`src/rtl/pnr_classifier.sv`:
```
`default_nettype none
// ============================================================================
// Module   : pnr_classifier
// Desc     : Trigger-driven photon-number classifier: delay, windowed peak,
//            threshold count, held result on extension GPIO.
//            Define PNR_PEAK_EN for windowed peak detection; otherwise a
//            single sample is classified.
// Revision : 1.0  initial release
// ============================================================================
module pnr_classifier #(
    parameter int N_LVL    = 7,
    parameter int OUT_HOLD = 16
) (
    input  logic                  ADC_CLK,
    input  logic                  rstn_i,
    input  logic                  trig_i,
    input  logic signed [13:0]    pnr_source_sig,
    input  logic [31:0]           trig_clearance,
    input  logic [31:0]           pnr_delay,
    input  logic [15:0]           pnr_window,
    input  logic [14*N_LVL-1:0]   pnr_thr_flat,
    output logic [7:0]            extension_GPIO_p,
    output logic [7:0]            extension_GPIO_n,
    output logic                  busy_o,
    output logic [31:0]           trig_cnt_o,
    output logic [31:0]           miss_cnt_o
);

    localparam int c_HOLD_W = (OUT_HOLD < 1) ? 1 : $clog2(OUT_HOLD + 1);
    localparam logic [c_HOLD_W-1:0] c_HOLD_LAST = c_HOLD_W'(OUT_HOLD);

    typedef enum logic [1:0] {
        S_IDLE   = 2'd0,
        S_DELAY  = 2'd1,
        S_WINDOW = 2'd2,
        S_HOLD   = 2'd3
    } state_t;

    state_t                r_state;
    state_t                w_state_nxt;
    logic [31:0]           r_clr_cnt;
    logic [31:0]           r_dly_cnt;
    logic [c_HOLD_W-1:0]   r_hold_cnt;
    logic signed [13:0]    r_peak;
    logic [31:0]           r_trig_cnt;
    logic [31:0]           r_miss_cnt;
    logic [7:0]            r_gpio_p;
    logic [7:0]            r_gpio_n;
    logic [2:0]            w_count;
    logic                  w_accept;
    logic                  w_reject;
    logic                  w_win_last;

`ifdef PNR_PEAK_EN
    logic [15:0]           r_win_cnt;
    logic                  r_first;

    assign w_win_last = (r_win_cnt == 16'd1);
`else
    logic                  w_unused_window;

    assign w_unused_window = ^pnr_window;
    assign w_win_last      = 1'b1;
`endif

    assign w_accept = trig_i && (r_state == S_IDLE) && (r_clr_cnt == 32'd0);
    assign w_reject = trig_i && !w_accept;

    assign busy_o           = (r_state != S_IDLE);
    assign trig_cnt_o       = r_trig_cnt;
    assign miss_cnt_o       = r_miss_cnt;
    assign extension_GPIO_p = r_gpio_p;
    assign extension_GPIO_n = r_gpio_n;

    // Thresholds are read live so late updates still affect the pending result
    always_comb begin
        w_count = 3'd0;
        for (int k = 0; k < N_LVL; k++) begin
            if (r_peak >= $signed(pnr_thr_flat[14*k +: 14])) begin
                w_count = w_count + 3'd1;
            end
        end
    end

    always_ff @(posedge ADC_CLK or negedge rstn_i) begin
        if (!rstn_i) begin
            r_state <= S_IDLE;
        end else begin
            r_state <= w_state_nxt;
        end
    end

    always_comb begin
        w_state_nxt = r_state;
        case (r_state)
            S_IDLE: begin
                if (w_accept) begin
                    w_state_nxt = (pnr_delay == 32'd0) ? S_WINDOW : S_DELAY;
                end
            end
            S_DELAY: begin
                if (r_dly_cnt == 32'd1) begin
                    w_state_nxt = S_WINDOW;
                end
            end
            S_WINDOW: begin
                if (w_win_last) begin
                    w_state_nxt = S_HOLD;
                end
            end
            S_HOLD: begin
                if (r_hold_cnt == c_HOLD_LAST) begin
                    w_state_nxt = S_IDLE;
                end
            end
            default: w_state_nxt = S_IDLE;
        endcase
    end

    always_ff @(posedge ADC_CLK or negedge rstn_i) begin
        if (!rstn_i) begin
            r_clr_cnt  <= 32'd0;
            r_dly_cnt  <= 32'd0;
            r_hold_cnt <= '0;
            r_peak     <= '0;
            r_trig_cnt <= 32'd0;
            r_miss_cnt <= 32'd0;
            r_gpio_p   <= 8'd0;
            r_gpio_n   <= 8'd0;
`ifdef PNR_PEAK_EN
            r_win_cnt  <= 16'd0;
            r_first    <= 1'b0;
`endif
        end else begin
            if (r_clr_cnt != 32'd0) begin
                r_clr_cnt <= r_clr_cnt - 32'd1;
            end

            if (w_accept) begin
                r_clr_cnt  <= trig_clearance;
                r_dly_cnt  <= pnr_delay;
                r_trig_cnt <= r_trig_cnt + 32'd1;
`ifdef PNR_PEAK_EN
                r_win_cnt  <= (pnr_window == 16'd0) ? 16'd1 : pnr_window;
                r_first    <= 1'b1;
`endif
            end

            if (w_reject) begin
                r_miss_cnt <= r_miss_cnt + 32'd1;
            end

            case (r_state)
                S_DELAY: begin
                    r_dly_cnt <= r_dly_cnt - 32'd1;
                end
                S_WINDOW: begin
                    r_hold_cnt <= '0;
`ifdef PNR_PEAK_EN
                    // First sample seeds the peak so all-negative pulses classify correctly
                    if (r_first || (pnr_source_sig > r_peak)) begin
                        r_peak <= pnr_source_sig;
                    end
                    r_first   <= 1'b0;
                    r_win_cnt <= r_win_cnt - 16'd1;
`else
                    r_peak <= pnr_source_sig;
`endif
                end
                S_HOLD: begin
                    if (r_hold_cnt == c_HOLD_LAST) begin
                        r_hold_cnt <= '0;
                        r_gpio_p   <= 8'd0;
                        r_gpio_n   <= 8'd0;
                    end else begin
                        r_hold_cnt <= r_hold_cnt + c_HOLD_W'(1);
                        if (r_hold_cnt == '0) begin
                            r_gpio_p <= 8'd1 << w_count;
                            r_gpio_n <= {4'd0, w_count, 1'b1};
                        end else begin
                            r_gpio_n[0] <= 1'b0;
                        end
                    end
                end
                default: ;
            endcase
        end
    end

endmodule
`default_nettype wire

```
`config.mk`:
```
export PLATFORM = sky130hd
export DESIGN_NAME = pnr_classifier
export DESIGN_NICKNAME = d
export VERILOG_FILES = /design/src/rtl/pnr_classifier.sv
export SDC_FILE = /design/constraint.sdc
export NUM_CORES = 1
export LEC_CHECK = 0
export BUFFER_PORTS_ARGS = -buffer_cell sky130_fd_sc_hd__buf_2
export CAP_MARGIN = 20
export CORE_ASPECT_RATIO = 1.2
export CORE_UTILIZATION = 40
export DETAILED_ROUTE_END_ITERATION = 8
export GPL_TIMING_DRIVEN = 0
export MAX_ROUTING_LAYER = met4
export PLACE_DENSITY = 0.68
export SYNTH_ARGS = -nofsm -noshare
export SYNTH_HDL_FRONTEND = slang
export SYNTH_SLANG_ARGS = --single-unit
```
`constraint.sdc`:
```
create_clock -name ADC_CLK -period 5.1 [get_ports ADC_CLK]
set_input_delay 0.765 -clock ADC_CLK [delete_from_list [all_inputs] [get_ports ADC_CLK]]
set_output_delay 0.765 -clock ADC_CLK [all_outputs]
set_load 0.01 [all_outputs]
```
==> results of run 1 <==
[cells in the final DEF (no fill, tap or decap), types with 18 or more instances in the layout]
cell type  Yosys  final
nor2_1       101     99
xor2_1        30     30
xnor2_1       59     56
dfrtp_1      161    159
nand4_1       26     26
buf_2          2    255
o21ai_0       68     66
ha_1         116    110
nand2_1      112    112
and3_1        18     18
nor3_1        28     27
clkbuf_1      18     19
inv_1        121    117
a21oi_1       62     59
nand3_1       44     44
[power by group]
part / switching, W / internal, W / total [W] / leakage [nW]
Combinational: 0.000238 / 0.000218 / 0.000456 / 4.47
Clock: 0.000588 / 0.000770 / 0.00136 / 0.301
Sequential: 0.0000427 / 0.00131 / 0.00135 / 2.10
Total: 0.000869 / 0.00230 / 0.00317 / 6.88
[logic make-up after synthesis]
logic type                 Yosys count
other                                1
AOI/OAI and AO/OA                  244
and+or+nand+nor                    417
muxes                               17
adders and majority gates          116
DFF                                161
xor gates and xnor gates            89
buffers and inverters              149
[repair_timing]
action,in CTS,in global routing
gates resized for setup,11,14
pin swaps,5,13
setup endpoints to repair,10,10
setup buffers,6,4
[layout make-up]
type / instances / area share, %
multi-input combinational: 887 / 47.10
sequential: 161 / 30.20
timing repair buffer: 266 / 10.45
inverter: 122 / 3.515
clock buffer: 20 / 3.421
tap: 335 / 3.140
clock inverter: 12 / 1.209
buffer: 27 / 0.9467
antenna: 1 / 0.01875
[metal layers]
metal	up-vias	share of wire [%]	global-route usage, %
met5	-	0	-
met4	0	3.0	8.800
met3	58	4.3	3.409
met2	266	48	36.26
met1	4587	44	27.64
li1	4800	-	-
[flip-flops by register name, summed over array words and instances, names as in the netlist]
signal,cells
r_clr_cnt,32
r_peak,14
r_hold_cnt,5
trig_cnt_o,32
extension_GPIO_p,8
miss_cnt_o,32
r_state,2
extension_GPIO_n,4
r_dly_cnt,32
[worst max path at each step]
stage | slack (ns) | cells after the start | from | endpoint
6_report | -0.03 | 31 | pnr_thr_flat[15] | extension_GPIO_p[2]$_DFFE_PN0P_
5_1_grt | -0.29 | 29 | r_peak[1]$_DFFE_PN0P_ | extension_GPIO_p[2]$_DFFE_PN0P_
4_1_cts | -0.15 | 29 | r_peak[1]$_DFFE_PN0P_ | extension_GPIO_p[0]$_DFFE_PN0P_
3_5_place_dp | -0.73 | 31 | pnr_thr_flat[0] | extension_GPIO_p[6]$_DFFE_PN0P_
3_3_place_gp | -0.64 | 31 | pnr_thr_flat[15] | extension_GPIO_p[5]$_DFFE_PN0P_
2_1_floorplan | -0.08 | 30 | pnr_thr_flat[15] | extension_GPIO_p[6]$_DFFE_PN0P_
[worst max-delay path, delay by kind of cell]
family,cells,cell delay (ns)
AOI/OAI and AO/OA,13,2.04
xor gates and xnor gates,3,0.58
adders and majority gates,6,1.31
buffers and inverters,4,0.27
and+or+nand+nor,5,0.48
[per-stage QoR]
stage / hold slack [ns] / instance area (µm²) / power (W) / std cells
floorplan: 0.4379 / 10790 / 0.001577 / 1197
global placement: 0.4560 / 12490 / 0.001761 / 1787
detailed placement: 0.4621 / 12530 / 0.001775 / 1788
CTS: 0.2221 / 13230 / 0.003152 / 1826
global route: 0.2156 / 13350 / 0.003321 / 1831
finish: 0.2140 / 13350 / 0.003168 / 1831
==> out/metrics.cfg, run 1 <==
[run_status]
status=finished, violations left
failed_checks=negative setup slack

[logic_synthesis]
synth-compound-area-share_pct=14.91
synth-async-reset-ratio_pct=100.0
synth_top_area_share_pct=37.58
ys_types=74
ys_warn_count=0
ys_top_cells_by_count=dfrtp_1 (161), inv_1 (121), ha_1 (116)
avgSynthCellArea_um2=8.980
ys.flop_type=dfrtp_1
synthMuxAreaShare_pct=1.762
synth_top_family_by_area=simple AND/OR/NAND/NOR gates
syn_area_um2=10720
ys_top_cells_by_area=dfrtp_1 (38%), ha_1 (14%), xnor2_1 (4.8%)
ys_seq_elements=161
yosys.area_share.adder_pct=13.54
synth_most_common_cell=dfrtp_1
syn-instance-count=1194
yosys.area.top_type=dfrtp_1
synth_edf_count=0
yosysSeqAreaShare_pct=37.58
synthSimpleGateAreaFrac_pct=19.45
synthXorXnorAreaFrac_pct=7.270

[clocking]
cts_buffers=17
cts_tree=done
clock-sinks=161
clkLatencyLatePin_ns=0.43
cts_buffer_depth=2
cts-root-buf=clkbuf_16
cts_hold_buffers=0
clkTransAtPathRegs_ns=0.07
h-tree-depth=4

[cells_and_area]
nets=1793
multi_input_area_um2=6287
drive_gt1_share_pct=24.68
seqCellArea_um2=4031
n_fill_cell=2491
area_growth_syn_to_layout_pct=24.51
finish.utilization_pct=50.66

[floorplan]
die-width_um=151.5
num_rows=65
boundaryPins=276
fp.dieArea_um2=27470
dieHeight_um=181.3
core_um2=26350
start_util_pct=40.69

[worst_setup_path]
cp-start-kind=primary input
slowest_delay_ns=0.29
path_class=in -> reg
crit-reg2reg-launch=r_peak[0]$_DFFE_PN0P_
critPathRequiredTime_ns=5.42
reg2reg_depth=31
worst-path-max-fanout=4
cp_slowest_cell=ha_1
worst_ep_arrival_time_ns=5.45
rrSetupSlack_ns=-0.01
worstSetupEndpointType=flip-flop
rr_endpoint=extension_GPIO_p[2]$_DFFE_PN0P_

[global_route]
grt.total_usage_pct=22.36
overflow=0
antenna_found_initial=1
grt_pass1_vias=9447
grt_first_pass_wirelength_um=46690
grt_max_degree=116

[placement]
dp_slack_ns=-0.7331
port_buffers=255
gp_routability_congestion=0.8836
dp_hpwl_um=22140

[min_path]
hp-class=in -> async

[sta]
rsz0062_at_grt=yes
worst_slack_ns=-0.03415
fin_crit_ns=5.134
fmax_mhz=194.8
clock_skew_ns=0.01354
setup_viol=6
hold_viol=0
drv_slew=0
worstMarginPinSlew_ns=0.9300
tns_ns=-0.1312
slew_headroom_pct=37.43
fin_crit_sh_pct=100.7

[routing]
vias=9711
vias_per_cell=5.304
wl_per_cell_um=15.84
drtIter0Drc=452
drc=0
wl_um=29010
dr.pass1.iters=7
antenna_left=0

[run]
drv_cap=0

[power]
leakage_nw=6.878
power_density_nw_per_um2=237.3
ir_drop_mv=0.2183

Note: power is estimated with default switching activity, not from simulation.
==> inputs of run 2 (changes only) <==
--- a/config.mk
+++ b/config.mk
@@ -8,11 +8,12 @@
 export BUFFER_PORTS_ARGS = -buffer_cell sky130_fd_sc_hd__buf_2
 export CAP_MARGIN = 20
 export CORE_ASPECT_RATIO = 1.2
-export CORE_UTILIZATION = 40
+export CORE_UTILIZATION = 30
+export CTS_BUF_LIST = sky130_fd_sc_hd__clkbuf_8
 export DETAILED_ROUTE_END_ITERATION = 8
 export GPL_TIMING_DRIVEN = 0
 export MAX_ROUTING_LAYER = met4
-export PLACE_DENSITY = 0.68
+export PLACE_DENSITY = 0.54
 export SYNTH_ARGS = -nofsm -noshare
 export SYNTH_HDL_FRONTEND = slang
 export SYNTH_SLANG_ARGS = --single-unit
==> run 2 against run 1 <==
Net effect: the flow still finishes with violations (negative setup slack); die area grew 33%; design area is essentially flat; combinational power is essentially flat; sequential power is essentially flat; non-clock buffer count grew 1; flip-flop and latch count is the same; critical path depth is the same; final cell count grew 7.0%; critical path type is now reg -> reg; largest cell class unchanged; highest routed layer unchanged.
==> out/metrics.cfg, run 2 (synthesized netlist as in run 1, its figures left out) <==
[routing]
wl_per_cell_um=16.34
antenna_left=0
dr.pass1.iters=5
vias_per_cell=4.906
wl_um=32020
vias=9611
drc=0
drtIter0Drc=392

[worst_setup_path]
critPathRequiredTime_ns=5.47
cp-start-kind=flip-flop
worstSetupEndpointType=flip-flop
worst_path_most_repeated_cell=o21a_1
rrSetupSlack_ns=-0.14
crit-reg2reg-launch=r_peak[0]$_DFFE_PN0P_
crit_family=compound AO/OA/AOI/OAI gates
worst-path-max-fanout=5
reg2reg_depth=31
slowest_delay_ns=0.41
path_class=reg -> reg
cp.depth=31
cp_slowest_cell=dfrtp_1
worst_ep_arrival_time_ns=5.61
cp.buffers_inverters=4
rr_endpoint=extension_GPIO_p[3]$_DFFE_PN0P_

[clocking]
clock-sinks=161
cts-root-buf=clkbuf_8
clkTransAtPathRegs_ns=0.10
h-tree-depth=4
cts_hold_buffers=0
cts_buffers=17
clkLatencyLatePin_ns=0.49
cts_tree=done
cts_buffer_depth=2

[floorplan]
dieHeight_um=209.1
boundaryPins=276
start_util_pct=30.55
die-width_um=174.6
num_rows=75
core_um2=35100
fp.dieArea_um2=36500

[cells_and_area]
final_cell_mix=buf_2 (256), dfrtp_1 (159), inv_1 (117), nand2_1 (112), ha_1 (109)
finish.utilization_pct=38.02
drive_gt1_share_pct=24.93
nets=1794
design_area_um2=13340
layout_commonest_cell=buf_2
area_growth_syn_to_layout_pct=24.45
n_fill_cell=3660

[global_route]
grt_max_degree=95
grt.total_usage_pct=18.50
grt_pass1_vias=9778
antenna_found_initial=1
grt_first_pass_wirelength_um=51200
overflow=0

[sta]
clock_skew_ns=0.02020
worst_slack_ns=-0.1382
hold_viol=0
rsz0062_at_grt=yes
fin_crit_ns=5.238
fin_crit_sh_pct=102.7
fmax_mhz=190.9
slew_headroom_pct=38.61
setup_viol=8
worstMarginPinSlew_ns=0.9125
drv_slew=0
holdWs_ns=0.2171

[placement]
placed_cell_area_um2=12690
dp_hpwl_um=24690
port_buffers=255
gp_routability_congestion=0.8556

[run]
drv_cap=0

[run_status]
failed_checks=negative setup slack
status=finished, violations left

[power]
ir_drop_mv=0.1593
finalPower_w=0.002838
power_density_nw_per_um2=212.7
leakage_nw=6.786

[min_path]
hp-class=in -> async

-- run 2: changes by cell type in the layout (fill, tap and decap cells not counted), sizes merged --
cell      before  now
buf          275  276
inv          128  127
clkinv         2    3
clkbuf        38   36
clkinvlp       2    4
-- run 2: where the power goes --
part	switching (W)	total, W	leakage [nW]	internal (W)
registers	0.0000438	0.00135	2.10	0.00131
logic	0.000241	0.000455	4.48	0.000214
clock network	0.000563	0.00103	0.205	0.000465
-- run 2: stage by stage --
stage / cells / TNS (ns) / setup slack (ns)
CTS: 1954 / -1.675 / -0.1975
floorplan: 1197 / -0.4852 / -0.08277
finish: 1959 / -0.7871 / -0.1382
global placement: 1914 / -6.695 / -0.7429
global route: 1959 / -3.026 / -0.3783
detailed placement: 1915 / -7.360 / -0.8125
-- run 2: layer usage --
layer | global-route usage (%) | vias up | routed length, µm
met1 | 21.74 | 4551 | 13890
li1 | - | 4790 | -
met3 | 2.802 | 46 | 1259
met4 | 7.556 | 0 | 907
met2 | 31.47 | 224 | 15960
met5 | - | - | 0
-- run 2: worst max path at each step --
stage,start,endpoint
2_1_floorplan,pnr_thr_flat[15],extension_GPIO_p[6]$_DFFE_PN0P_
3_3_place_gp,pnr_thr_flat[15],extension_GPIO_p[6]$_DFFE_PN0P_
3_5_place_dp,pnr_thr_flat[15],extension_GPIO_p[6]$_DFFE_PN0P_
4_1_cts,r_peak[1]$_DFFE_PN0P_,extension_GPIO_p[6]$_DFFE_PN0P_
5_1_grt,r_peak[0]$_DFFE_PN0P_,extension_GPIO_p[3]$_DFFE_PN0P_
6_report,r_peak[0]$_DFFE_PN0P_,extension_GPIO_p[3]$_DFFE_PN0P_
-- run 2: worst reg2reg max path, delay by kind of cell, from the launching register on --
family | cells | cell delay, ns
fa+ha+maj | 6 | 1.32
compound gates | 13 | 2.08
simple gates | 5 | 0.34
xor+xnor | 3 | 0.52
flops | 1 | 0.41
buf+inv | 4 | 0.45
-- run 2: timing repair --
item | in CTS | in global routing
pin swaps | 12 | 15
setup endpoints to repair | 10 | 10
buffers inserted | 7 | 4
gates resized for setup | 14 | 14
-- run 2: area by class of cell --
| cell class | count | area (µm²) | area share [%] |
|---|---|---|---|
| Inverter | 122 | 469.2 | 3.517 |
| Timing Repair Buffer | 267 | 1400 | 10.49 |
| Multi-Input combinational cell | 887 | 6315 | 47.33 |
| Clock inverter | 14 | 172.7 | 1.294 |
| Clock buffer | 18 | 247.7 | 1.857 |
| Antenna cell | 1 | 2.502 | 0.01875 |
| Buffer | 27 | 126.4 | 0.9471 |
| Sequential cell | 161 | 4031 | 30.21 |
| Tap cell | 462 | 578.1 | 4.332 |
